$ cat src/rtl/add_sub_pipe_if.sv
// Valid/ready bundle between the operand issue logic, add_sub_pipe and the ALU result mux.
// The master drives operations and accepts results; the slave is the pipelined adder.
interface add_sub_pipe_if #(
    parameter int WIDTH = 64,
    parameter int TAG_W = 4
);
    logic             in_valid;
    logic             in_ready;
    logic [WIDTH-1:0] in_a;
    logic [WIDTH-1:0] in_b;
    logic [1:0]       in_op;
    logic             in_cin;
    logic [TAG_W-1:0] in_tag;

    logic             out_valid;
    logic             out_ready;
    logic [WIDTH-1:0] out_sum;
    logic             out_cout;
    logic             out_ovf;
    logic             out_zero;
    logic [TAG_W-1:0] out_tag;

    modport master (
        output in_valid, in_a, in_b, in_op, in_cin, in_tag, out_ready,
        input  in_ready, out_valid, out_sum, out_cout, out_ovf, out_zero, out_tag
    );

    modport slave (
        input  in_valid, in_a, in_b, in_op, in_cin, in_tag, out_ready,
        output in_ready, out_valid, out_sum, out_cout, out_ovf, out_zero, out_tag
    );
endinterface

$ cat src/rtl/add_sub_pipe.sv
// Pipelined add / sub / add-with-carry: the carry chain is cut into SEG-bit segments,
// one segment resolves per stage, and the whole pipe advances or holds as a unit.
module add_sub_pipe #(
    parameter int WIDTH = 64,
    parameter int SEG   = 16,
    parameter int TAG_W = 4
) (
    input  logic          clk,
    input  logic          rst,
    add_sub_pipe_if.slave io
);
    localparam int STAGES = WIDTH / SEG;
    localparam int LAST   = STAGES - 1;

    if (WIDTH % SEG != 0) begin : g_bad_seg
        $error("add_sub_pipe: WIDTH must be a multiple of SEG");
    end

    logic             enable;
    logic             xfer;
    logic [WIDTH-1:0] b_eff;
    logic             c0;

    // Stage registers; index k holds the state after segment k has resolved.
    logic [STAGES-1:0] vld_q, vld_d;
    logic [STAGES-1:0] cy_q, cy_d;
    logic [WIDTH-1:0]  a_q [STAGES];
    logic [WIDTH-1:0]  a_d [STAGES];
    logic [WIDTH-1:0]  b_q [STAGES];
    logic [WIDTH-1:0]  b_d [STAGES];
    logic [WIDTH-1:0]  s_q [STAGES];
    logic [WIDTH-1:0]  s_d [STAGES];
    logic [TAG_W-1:0]  tag_q [STAGES];
    logic [TAG_W-1:0]  tag_d [STAGES];
    logic              ovf_q, ovf_d;
    logic              zero_q, zero_d;

    // What each stage sees on its input side, and the segment it resolves.
    logic [STAGES-1:0] src_vld;
    logic [STAGES-1:0] src_cy;
    logic [WIDTH-1:0]  src_a [STAGES];
    logic [WIDTH-1:0]  src_b [STAGES];
    logic [WIDTH-1:0]  src_s [STAGES];
    logic [TAG_W-1:0]  src_tag [STAGES];
    logic [SEG:0]      seg_res [STAGES];
    logic [WIDTH-1:0]  fin_sum;

    assign enable      = !vld_q[LAST] || io.out_ready;
    assign xfer        = io.in_valid && enable;
    assign io.in_ready = enable;

    // Subtraction is A + ~B + 1; the reserved opcode falls through to plain add.
    always_comb begin
        b_eff = io.in_b;
        c0    = 1'b0;
        case (io.in_op)
            2'b01: begin
                b_eff = ~io.in_b;
                c0    = 1'b1;
            end
            2'b10:   c0 = io.in_cin;
            default: c0 = 1'b0;
        endcase
    end

    for (genvar gi = 0; gi < STAGES; gi++) begin : g_stage
        if (gi == 0) begin : g_head
            assign src_vld[gi] = xfer;
            assign src_cy[gi]  = c0;
            assign src_a[gi]   = io.in_a;
            assign src_b[gi]   = b_eff;
            assign src_s[gi]   = '0;
            assign src_tag[gi] = io.in_tag;
        end else begin : g_body
            assign src_vld[gi] = vld_q[gi-1];
            assign src_cy[gi]  = cy_q[gi-1];
            assign src_a[gi]   = a_q[gi-1];
            assign src_b[gi]   = b_q[gi-1];
            assign src_s[gi]   = s_q[gi-1];
            assign src_tag[gi] = tag_q[gi-1];
        end

        assign seg_res[gi] = {1'b0, src_a[gi][gi*SEG +: SEG]}
                           + {1'b0, src_b[gi][gi*SEG +: SEG]}
                           + {{SEG{1'b0}}, src_cy[gi]};
    end

    always_comb begin
        fin_sum                    = src_s[LAST];
        fin_sum[LAST*SEG +: SEG]   = seg_res[LAST][SEG-1:0];

        vld_d  = vld_q;
        cy_d   = cy_q;
        ovf_d  = ovf_q;
        zero_d = zero_q;
        for (int k = 0; k < STAGES; k++) begin
            a_d[k]   = a_q[k];
            b_d[k]   = b_q[k];
            s_d[k]   = s_q[k];
            tag_d[k] = tag_q[k];
        end

        // Bubbles shift with their (don't-care) data; the pipe never compacts.
        if (enable) begin
            for (int k = 0; k < STAGES; k++) begin
                vld_d[k]              = src_vld[k];
                cy_d[k]               = seg_res[k][SEG];
                a_d[k]                = src_a[k];
                b_d[k]                = src_b[k];
                tag_d[k]              = src_tag[k];
                s_d[k]                = src_s[k];
                s_d[k][k*SEG +: SEG]  = seg_res[k][SEG-1:0];
            end
            ovf_d  = (src_a[LAST][WIDTH-1] == src_b[LAST][WIDTH-1])
                  && (fin_sum[WIDTH-1] != src_a[LAST][WIDTH-1]);
            zero_d = (fin_sum == '0);
        end
    end

    always_ff @(posedge clk or posedge rst) begin
        if (rst) begin
            vld_q  <= '0;
            cy_q   <= '0;
            ovf_q  <= 1'b0;
            zero_q <= 1'b0;
            for (int k = 0; k < STAGES; k++) begin
                a_q[k]   <= '0;
                b_q[k]   <= '0;
                s_q[k]   <= '0;
                tag_q[k] <= '0;
            end
        end else begin
            vld_q  <= vld_d;
            cy_q   <= cy_d;
            ovf_q  <= ovf_d;
            zero_q <= zero_d;
            for (int k = 0; k < STAGES; k++) begin
                a_q[k]   <= a_d[k];
                b_q[k]   <= b_d[k];
                s_q[k]   <= s_d[k];
                tag_q[k] <= tag_d[k];
            end
        end
    end

    assign io.out_valid = vld_q[LAST];
    assign io.out_sum   = s_q[LAST];
    assign io.out_cout  = cy_q[LAST];
    assign io.out_ovf   = ovf_q;
    assign io.out_zero  = zero_q;
    assign io.out_tag   = tag_q[LAST];

endmodule

$ cat src/flat_wrapper.sv
// flat-port wrapper written by rule: the top's interface ports become plain ports
module add_sub_pipe_flat 
#(
    parameter int WIDTH = 64,
    parameter int SEG   = 16,
    parameter int TAG_W = 4
)
  (clk, rst, io_in_valid, io_in_a, io_in_b, io_in_op, io_in_cin, io_in_tag, io_out_ready, io_in_ready, io_out_valid, io_out_sum, io_out_cout, io_out_ovf, io_out_zero, io_out_tag);
  add_sub_pipe_if #(.WIDTH(WIDTH), .TAG_W(TAG_W)) io_i ();
  input  logic clk;
  input  logic rst;
  input wire logic [$bits(io_i.in_valid)-1:0] io_in_valid;
  input wire logic [$bits(io_i.in_a)-1:0] io_in_a;
  input wire logic [$bits(io_i.in_b)-1:0] io_in_b;
  input wire logic [$bits(io_i.in_op)-1:0] io_in_op;
  input wire logic [$bits(io_i.in_cin)-1:0] io_in_cin;
  input wire logic [$bits(io_i.in_tag)-1:0] io_in_tag;
  input wire logic [$bits(io_i.out_ready)-1:0] io_out_ready;
  output wire logic [$bits(io_i.in_ready)-1:0] io_in_ready;
  output wire logic [$bits(io_i.out_valid)-1:0] io_out_valid;
  output wire logic [$bits(io_i.out_sum)-1:0] io_out_sum;
  output wire logic [$bits(io_i.out_cout)-1:0] io_out_cout;
  output wire logic [$bits(io_i.out_ovf)-1:0] io_out_ovf;
  output wire logic [$bits(io_i.out_zero)-1:0] io_out_zero;
  output wire logic [$bits(io_i.out_tag)-1:0] io_out_tag;
  assign io_i.in_valid = io_in_valid;
  assign io_i.in_a = io_in_a;
  assign io_i.in_b = io_in_b;
  assign io_i.in_op = io_in_op;
  assign io_i.in_cin = io_in_cin;
  assign io_i.in_tag = io_in_tag;
  assign io_i.out_ready = io_out_ready;
  assign io_in_ready = io_i.in_ready;
  assign io_out_valid = io_i.out_valid;
  assign io_out_sum = io_i.out_sum;
  assign io_out_cout = io_i.out_cout;
  assign io_out_ovf = io_i.out_ovf;
  assign io_out_zero = io_i.out_zero;
  assign io_out_tag = io_i.out_tag;
  add_sub_pipe #(.WIDTH(WIDTH), .SEG(SEG), .TAG_W(TAG_W)) u_core (.clk(clk), .rst(rst), .io(io_i));
endmodule
$ cat config.mk
export PLATFORM = sky130hd
export DESIGN_NAME = add_sub_pipe_flat
export DESIGN_NICKNAME = d
export VERILOG_FILES = /design/src/rtl/add_sub_pipe_if.sv /design/src/rtl/add_sub_pipe.sv /design/src/flat_wrapper.sv
export SDC_FILE = /design/constraint.sdc
export NUM_CORES = 1
export LEC_CHECK = 0
export CAP_MARGIN = 20
export CORE_MARGIN = 2
export CORE_UTILIZATION = 28
export DETAILED_ROUTE_END_ITERATION = 8
export SLEW_MARGIN = 10
export SYNTH_ARGS = -nofsm -noshare
export SYNTH_HDL_FRONTEND = slang
export SYNTH_SLANG_ARGS = --single-unit
$ cat constraint.sdc
create_clock -name clk -period 14.6 [get_ports clk]
set_input_delay 2.19 -clock clk [delete_from_list [all_inputs] [get_ports clk]]
set_output_delay 2.19 -clock clk [all_outputs]
set_load 0.005 [all_outputs]
### Yosys cells after proc, flatten, opt, wreduce, memory -nomap -nowiden

Index checks and enable logic that the tools add are counted.

* word-level logic and storage cells: 38
* input bits: 139
* register bits after elaboration: 570
* output and inout port bits: 73

* reductions and logical operators: 5
* equality and inequality tests: 4
* bitwise operators: 1
* add/subtract/negate cells: 8
* multiplexer cells: 2

Operators with widths (number)
* adder 16 x 16 -> 17 bit: 4
* adder 17 x 1 -> 17 bit: 4
* zero test 64 bit: 1
* two-way mux 64 bit: 1
* NOT 64 bit: 1
* equality test 2 x 1 -> 1 bit, second input constant: 1
* equality test 2 bit, second input constant: 1
* logical AND 1 bit: 2
* case mux 1 bit (2 select lines): 1
* equality test 1 bit: 1
* zero test 1 bit: 1
* logical OR 1 bit: 1
* inequality test 1 bit: 1

### Logic depth before layout (Yosys ltp)

Gate-level depths: netlist of the first run.

* depth after elaboration: 4
* mapped depth: 16
* depth with buffers taken out: 14

### Least setup slack after synthesis of the first run

Ideal clock, no wire load.

* kind: input to register
* from: in io_in_op[1]
* to: reg u_core.cy_q[0]
* path buffers: 2
* stages on the path: 15
* library setup time: 0.124 ns
* slack: 8.862 ns
* required time: 14.476 ns
* arrival: 5.614 ns
* cell sequence: inv_1 ha_1 clkbuf_1 buf_1 xor2_1 fa_1 fa_1 a21o_1 a211oi_1 nor2_1 o41ai_2 o211ai_1 a31oi_1 o21ai_0 nor3b_1

* cells in the longest elaborated chain, start to end: 4
* elaborated cells on any way between the ends: 6
* those cells by class: 2 x add/sub; 2 x eq/ne; 2 x mux

RTL lines
* start: declaration: RTL line flat_wrapper.sv:15 `input wire logic [$bits(io_i.in_op)-1:0] io_in_op;`
* equality test 2 x 1 -> 1 bit: RTL line add_sub_pipe.sv:56 `case (io.in_op)`
* two-way mux 64 bit: RTL line add_sub_pipe.sv:56
* adder 16 x 16 -> 17 bit: RTL line add_sub_pipe.sv:84 `+ {1'b0, src_b[gi][gi*SEG +: SEG]}`
* adder 17 x 1 -> 17 bit (*): RTL line add_sub_pipe.sv:85 `+ {{SEG{1'b0}}, src_cy[gi]};`
* end signal: assignment: RTL line add_sub_pipe.sv:134 `cy_q <= cy_d;`
* end: declaration: RTL line add_sub_pipe.sv:26 `logic [STAGES-1:0] cy_q, cy_d;`

Mark *: on every way between the ends. The rest lies on a longest branch, timed or not.
A chain may end at the register's enable or synchronous reset.

### Worst setup path after layout of the first run

* from: in io_out_ready
* to: out io_in_ready

* cells in the longest elaborated chain, start to end: 1

RTL lines
* start: declaration: RTL line flat_wrapper.sv:18 `input wire logic [$bits(io_i.out_ready)-1:0] io_out_ready;`
* logical OR 1 bit: RTL line add_sub_pipe.sv:48 `assign enable = !vld_q[LAST] || io.out_ready;`
* end: declaration: RTL line flat_wrapper.sv:19 `output wire logic [$bits(io_i.in_ready)-1:0] io_in_ready;`

Every way passes these cells.

==> results.toml, run 1 <==
[sta]
setup_viol = 0
timing.slew.headroom_pct = 27.4
clock_skew_ns = 0.0208
slew_viol_final = 0
fmax_mhz = 154
hold_viol = 0
period_needed_ns = 6.51
tightest_slew_ns = 1.09
rsz0062_at_grt = "no"
setup-tns-final_ns = 0
finalCritPeriodShare_pct = 44.6

[pwr]
clockPowerShare_pct = 23.4
p_per_area_nw_per_um2 = 218
combPwrFrac_pct = 38.6
switching_share_pct = 37.9
p_switching_mw = 1.81
ir_worst_vdd_uv = 101
internal-power_mw = 2.97
p_leak_nw = 10.4
seq_power_share_pct = 38.0

[synthesis]
synth_cell_types = 57
syn-num-nets = 2234
synth-seq-area-share_pct = 52.9
synth_area_per_cell_sq_um = 8.84
synthTopCellsByArea = "dfrtp_1, nand2_1, ha_1"
syn_inst = 2025
synth_edf_count = 0
yosys_warnings = 0
synthFlopType = "dfrtp_1"
ys_ff_latch = 378
yosys.area_share.adder_pct = 5.23
netlist.area_leader.share_pct = 52.9
muxShareOfSynthArea_pct = 0.315
async_flop_share_pct = 100
netlist_area_sq_um = 17900
synth_top_family_by_area = "simple AND/OR/NAND/NOR gates"
synth_area_leader_cell = "dfrtp_1"
synth_xor_xnor_area_share_pct = 5.33
synth_compound_area_share_pct = 8.12
synth-simple-area-share_pct = 22.9

[min_path]
hold_end = "u_core.vld_q[3]$_DFFE_PP0N_"
min_from = "u_core.vld_q[2]$_DFFE_PP0N_"
worstHoldPathType = "flip-flop to flip-flop"
hold_path_depth = 1

[grt]
grt_pass1_wl_um = 71600
busiest_layer = "met2"
grt_pass1_vias = 13800
grtUsageMet3_pct = 3.18
grt-ovfl-total = 0
antenna_found_initial = 1
grtUsageMet2_pct = 21.4
track_usage_pct = 13.3
grt_max_degree = 243
gr-usage-met1_pct = 17.5

[route]
via_count = 13400
wl_per_cell_um = 14.4
viasPerCell = 4.45
first_iter_violations = 771
ant_nets = 0
drt_wl_total_um = 43400
drc_errors = 0
first_pass_iters = 5

[place]
hpwl_um = 30100
place_area_sq_um = 20400
io_buffer_count = 211
gp_congestion = 0.819

[setup_path]
cp_max_fo = 71
required_ns = 12.41
r2r_cells = 9
r2r-start = "u_core.b_q[209]$_DFFE_PP0N_"
r2r_slack_ns = 11.24
worstSetupPathType = "input port to output port"
crit_arrival_ns = 4.32
worstSetupEndpointType = "output port"
timing.rr.end = "u_core.s_q[159]$_DFFE_PP0N_"
start_kind = "input port"

[outcome]
status = "finished, final reports clean"

[die]
die_w_um = 257
die_h_um = 257
rows = 92
ios = 212
die_area_sq_um = 66000
core_sq_um = 63100
start_util_pct = 28.4

[layout]
final_area_sq_um = 21900
multi_input_area_sq_um = 7510
n_antenna_cell = 0
seq_area_sq_um = 9460
area_delta_synth_final_pct = 22.4
drive_gt1_share_pct = 4.83
fin_nets = 2348
fill_cells = 6553

[cts]
cts_buffer_depth = 3
cts_tree = "done"
clock-sinks = 378
clk_pin_slew_ns = 0.06
cts_setup_buffers = 0
htreeDepth = 2
hold_buffers = 0
numCtsBuffers = 45
post_cts_resized = 0
insertion_delay_ns = 0.58
clock-root-buffer = "clkbuf_16"

[run]
cap_violations = 0
## synthesized netlist by cell type (7+ instances only)
cell and n:
o31ai_1 8, a21o_1 12, o21ai_0 101, nor2_1 70, dfrtp_1 378, fa_1 8, a21oi_1 63, a31oi_1 7
inv_1 30, nand2b_1 9, nor3_1 21, nor4_1 11, nand4_1 8, buf_4 64, a211oi_1 8, xor2_1 42
xnor2_1 67, nand2_1 878, o21a_1 9, clkbuf_1 83, ha_1 62, nand3_1 11
## worst max path at each step
stage	start	end	depth (start not counted)
final	io_out_ready	io_in_ready	5
after global routing	io_out_ready	io_in_ready	5
after CTS	io_out_ready	io_in_ready	5
after detailed placement	io_out_ready	io_in_ready	5
after global placement	io_out_ready	io_in_ready	5
after floorplan	rst	u_core.a_q[112]$_DFFE_PP0N_	1
## cell usage in the layout (no fill, tap or decap), drive strengths merged, types with 3 or more instances in the layout
master         synthesis  layout
clkinv                 0      14
o31ai                  8       8
nand4                  8       8
dfrtp                378     378
nand2b                 9       9
xnor2                 67      67
nor2                  70      70
clkbuf                84      57
fa                     8       8
and2                   3       3
nor2b                  5       5
o21a                   9       9
o41ai                  3       3
nand3                 11      11
buf                   70      10
o21ai                104     104
inv                   30      34
or3                    5       5
mux2                   5       5
and3                   5       5
nand2                878     878
a21o                  12      12
nor4                  12      12
a21oi                 63      63
o211ai                 3       3
nor3                  21      21
ha                    62      62
clkdlybuf4s50          0     211
o21bai                 5       5
bufinv                 0       3
clkinvlp               0       3
a2111oi                4       4
a31oi                  7       7
a211oi                 8       8
a31o                   3       3
xor2                  42      42
## flip-flops by register name (all words and copies together) (netlist names)
name	count
u_core.a_q	96
u_core.b_q	96
u_core.io.out_sum	64
u_core.fin_sum	48
u_core.s_q	48
u_core.src_tag	12
u_core.cy_q	4
u_core.io.out_tag	4
u_core.vld_q	4
u_core.io.out_ovf	1
u_core.io.out_zero	1
## power groups by stage
stage / clock, mW / combinational, mW / sequential, mW
after floorplan: 0 / 1.37 / 1.73
after global placement: 0 / 1.83 / 1.83
after detailed placement: 0 / 1.87 / 1.84
after CTS: 1.16 / 1.88 / 1.83
after global routing: 1.20 / 2.11 / 1.88
final: 1.12 / 1.84 / 1.82
## metrics by stage
step | std cells | hold WS, ns | utilization, % | setup WS (ns) | power, mW
global placement | 2936 | 0.447 | 32.3 | 8.08 | 3.66
detailed placement | 2936 | 0.449 | 32.3 | 8.06 | 3.71
global route | 3019 | 0.463 | 34.7 | 7.96 | 5.20
CTS | 3017 | 0.433 | 34.6 | 8.05 | 4.87
finish | 3019 | 0.444 | 34.7 | 8.09 | 4.78
floorplan | 2025 | 0.430 | - | 1.91 | 3.10
## layer usage
| layer | wire, um | part of all wire [%] | vias to the layer above |
|---|---|---|---|
| met5 | 12 | 0.028 | - |
| met1 | 20000 | 46 | 6442 |
| met2 | 20200 | 46 | 234 |
| met3 | 2110 | 4.9 | 77 |
| met4 | 1120 | 2.6 | 2 |
| li1 | - | - | 6690 |
## worst max-delay path, cell delays in order
cell	delay (ns)
clkdlybuf4s50_1	0.39
and2b_4	0.23
buf_4	0.59
inv_8	0.31
clkdlybuf4s50_1	0.56
## logic make-up (layout without fill, tap and decap cells)
group / count (synthesis) / in the layout
muxes: 5 / 5
and+or+nand+nor: 1036 / 1036
adders and majority gates: 70 / 70
AOI/OAI and AO/OA: 243 / 243
DFF: 378 / 378
buffers and inverters: 184 / 332
xor gates and xnor gates: 109 / 109
## area by class of cell
cell class	instances	share of cell area, %
Clock buffer	57	5.62
Clock inverter	24	1.13
Inverter	30	0.583
Multi-Input combinational cell	1463	34.3
Sequential cell	378	43.2
Tap cell	846	4.83
Timing Repair Buffer	221	10.3
Note: power is estimated with default switching activity, not from simulation.
==> run 2: changes to the inputs <==
==> constraint.sdc (replaced) <==
create_clock -name clk -period 5.57 [get_ports clk]
set_input_delay 0.8355 -clock clk [delete_from_list [all_inputs] [get_ports clk]]
set_output_delay 0.8355 -clock clk [all_outputs]
set_load 0.005 [all_outputs]
==> run 2 against run 1 <==
Net effect: die area did not move; count of clock-buffer cells in the layout grew 1; sequential share of layout area down 0.089 points; largest cell class unchanged.
==> results.toml, run 2 (same netlist as run 1, synthesis figures left out) <==
[setup_path]
worstPathCellList = "clkdlybuf4s50_1, ha_4, xor2_1, fa_1, fa_1, a21o_1, a211oi_1, nor2_1, o41ai_2, o211ai_1, a31oi_1, xnor2_1, o21ai_1"
cp_max_fo = 36
cpMaxStageDelayCell = "ha_4"
crit_path_frequent_cell = "fa_1"
r2r-start = "u_core.b_q[209]$_DFFE_PP0N_"
cp_num_buf_inv = 1
crit_arrival_ns = 4.75
worstSetupEndpointType = "flip-flop"
required_ns = 5.98
critical-path-max-stage-delay_ns = 0.62
critPathLaunch = "io_in_op[0]"
crit_family = "adder cells"
start_kind = "input port"
worstSetupPathType = "input port to flip-flop"

[min_path]
min_from = "u_core.vld_q[2]$_DFFE_PP0N_"
worstHoldPathType = "flip-flop to flip-flop"

[layout]
fin_nets = 2348
n_antenna_cell = 0
final_cells = 3018
drive_gt1_share_pct = 4.79
area_delta_synth_final_pct = 22.6
final_area_sq_um = 21900
fill_cells = 6560
final_common_cell = "nand2_1"
final_cell_mix = "nand2_1, dfrtp_1, clkdlybuf4s50_1, o21ai_0, nor2_1"

[sta]
finalCritPeriodShare_pct = 77.8
whs_ns = 0.455
timing.slew.headroom_pct = 36.0
rsz0062_at_grt = "no"
setup-tns-final_ns = 0
setup_viol = 0
slew_viol_final = 0
period_needed_ns = 4.34
tightest_slew_ns = 0.961
hold_viol = 0
clock_skew_ns = 0.0239
fmax_mhz = 231

[route]
wl_met1_um = 20200
viasPerCell = 4.47
drt_wl_total_um = 43700
drc_errors = 0
met3_length_um = 2010
ant_nets = 0
routed-wl-met2_um = 20300
first_pass_iters = 5
dr.max_layer_used = "met5"
via_count = 13500
wl_per_cell_um = 14.5
first_iter_violations = 681

[pwr]
finalPower_mw = 12.6
ir_worst_vdd_uv = 255
p_per_area_nw_per_um2 = 575
p_leak_nw = 10.4

[cts]
cts_buffer_depth = 3
post_cts_resized = 0
htreeDepth = 2
clock-root-buffer = "clkbuf_16"
clk_pin_slew_ns = 0.06
hold_buffers = 0
clock-sinks = 378
insertion_delay_ns = 0.58
numCtsBuffers = 44
cts_tree = "done"
cts_setup_buffers = 0

[place]
hpwl_um = 30300
place_area_sq_um = 20400
gp_congestion = 0.820
io_buffer_count = 211
placed_cells = 2939

[die]
start_util_pct = 28.4
rows = 92
die_w_um = 257
die_h_um = 257
die_area_sq_um = 66000
core_sq_um = 63100
ios = 212

[grt]
grt_pass1_wl_um = 71700
grt-ovfl-total = 0
grt_max_degree = 209
track_usage_pct = 13.3
antenna_found_initial = 1
grt_pass1_vias = 13700

[outcome]
status = "finished, final reports clean"

[run]
cap_violations = 0
## run 2: changes by cell type in the layout (fill, tap and decap cells not counted), sizes merged
cell	before	now
inv	34	32
clkbuf	57	58
buf	10	11
bufinv	3	6
clkinv	14	10
## run 2: worst paths after layout
| check | cells past startpoint | endpoint | slack (ns) |
|---|---|---|---|
| worst max-delay path | 13 | u_core.s_q[206]$_DFFE_PP0N_ | 1.23 |
| worst min-delay path | 1 | u_core.vld_q[3]$_DFFE_PP0N_ | 0.46 |
| worst max register to register | 9 | u_core.s_q[159]$_DFFE_PP0N_ | 2.25 |
| worst min register to register | 1 | u_core.vld_q[3]$_DFFE_PP0N_ | 0.46 |
| max in group asynchronous | 3 | u_core.b_q[218]$_DFFE_PP0N_ | 3.63 |
| min in group asynchronous | 2 | u_core.src_tag[8]$_DFFE_PP0N_ | 0.76 |
## run 2: area by class of cell
cell class | count | area (sq um) | area share [%]
Sequential cell | 378 | 9460 | 43.1
Multi-Input combinational cell | 1463 | 7510 | 34.2
Timing Repair Buffer | 222 | 2260 | 10.3
Clock buffer | 58 | 1230 | 5.62
Tap cell | 846 | 1060 | 4.82
Clock inverter | 21 | 302 | 1.37
Inverter | 30 | 124 | 0.564
## run 2: per-stage QoR
stage / setup slack, ns / utilization, %
2_1_floorplan: -0.344 / -
3_3_place_gp: 0.649 / 32.4
3_5_place_dp: 0.625 / 32.4
4_1_cts: 1.22 / 34.8
5_1_grt: 0.968 / 34.8
6_report: 1.23 / 34.8
## run 2: where the power goes
part           switching (mW)  internal [mW]
logic                    2.72           2.08
clock network            1.20           1.85
registers               0.789           3.98
## run 2: per-layer routing
layer / GRT usage, % / vias to the layer above
li1: - / 6693
met4: 3.92 / 2
met2: 21.7 / 218
met1: 17.7 / 6501
met5: 0 / -
met3: 2.98 / 68
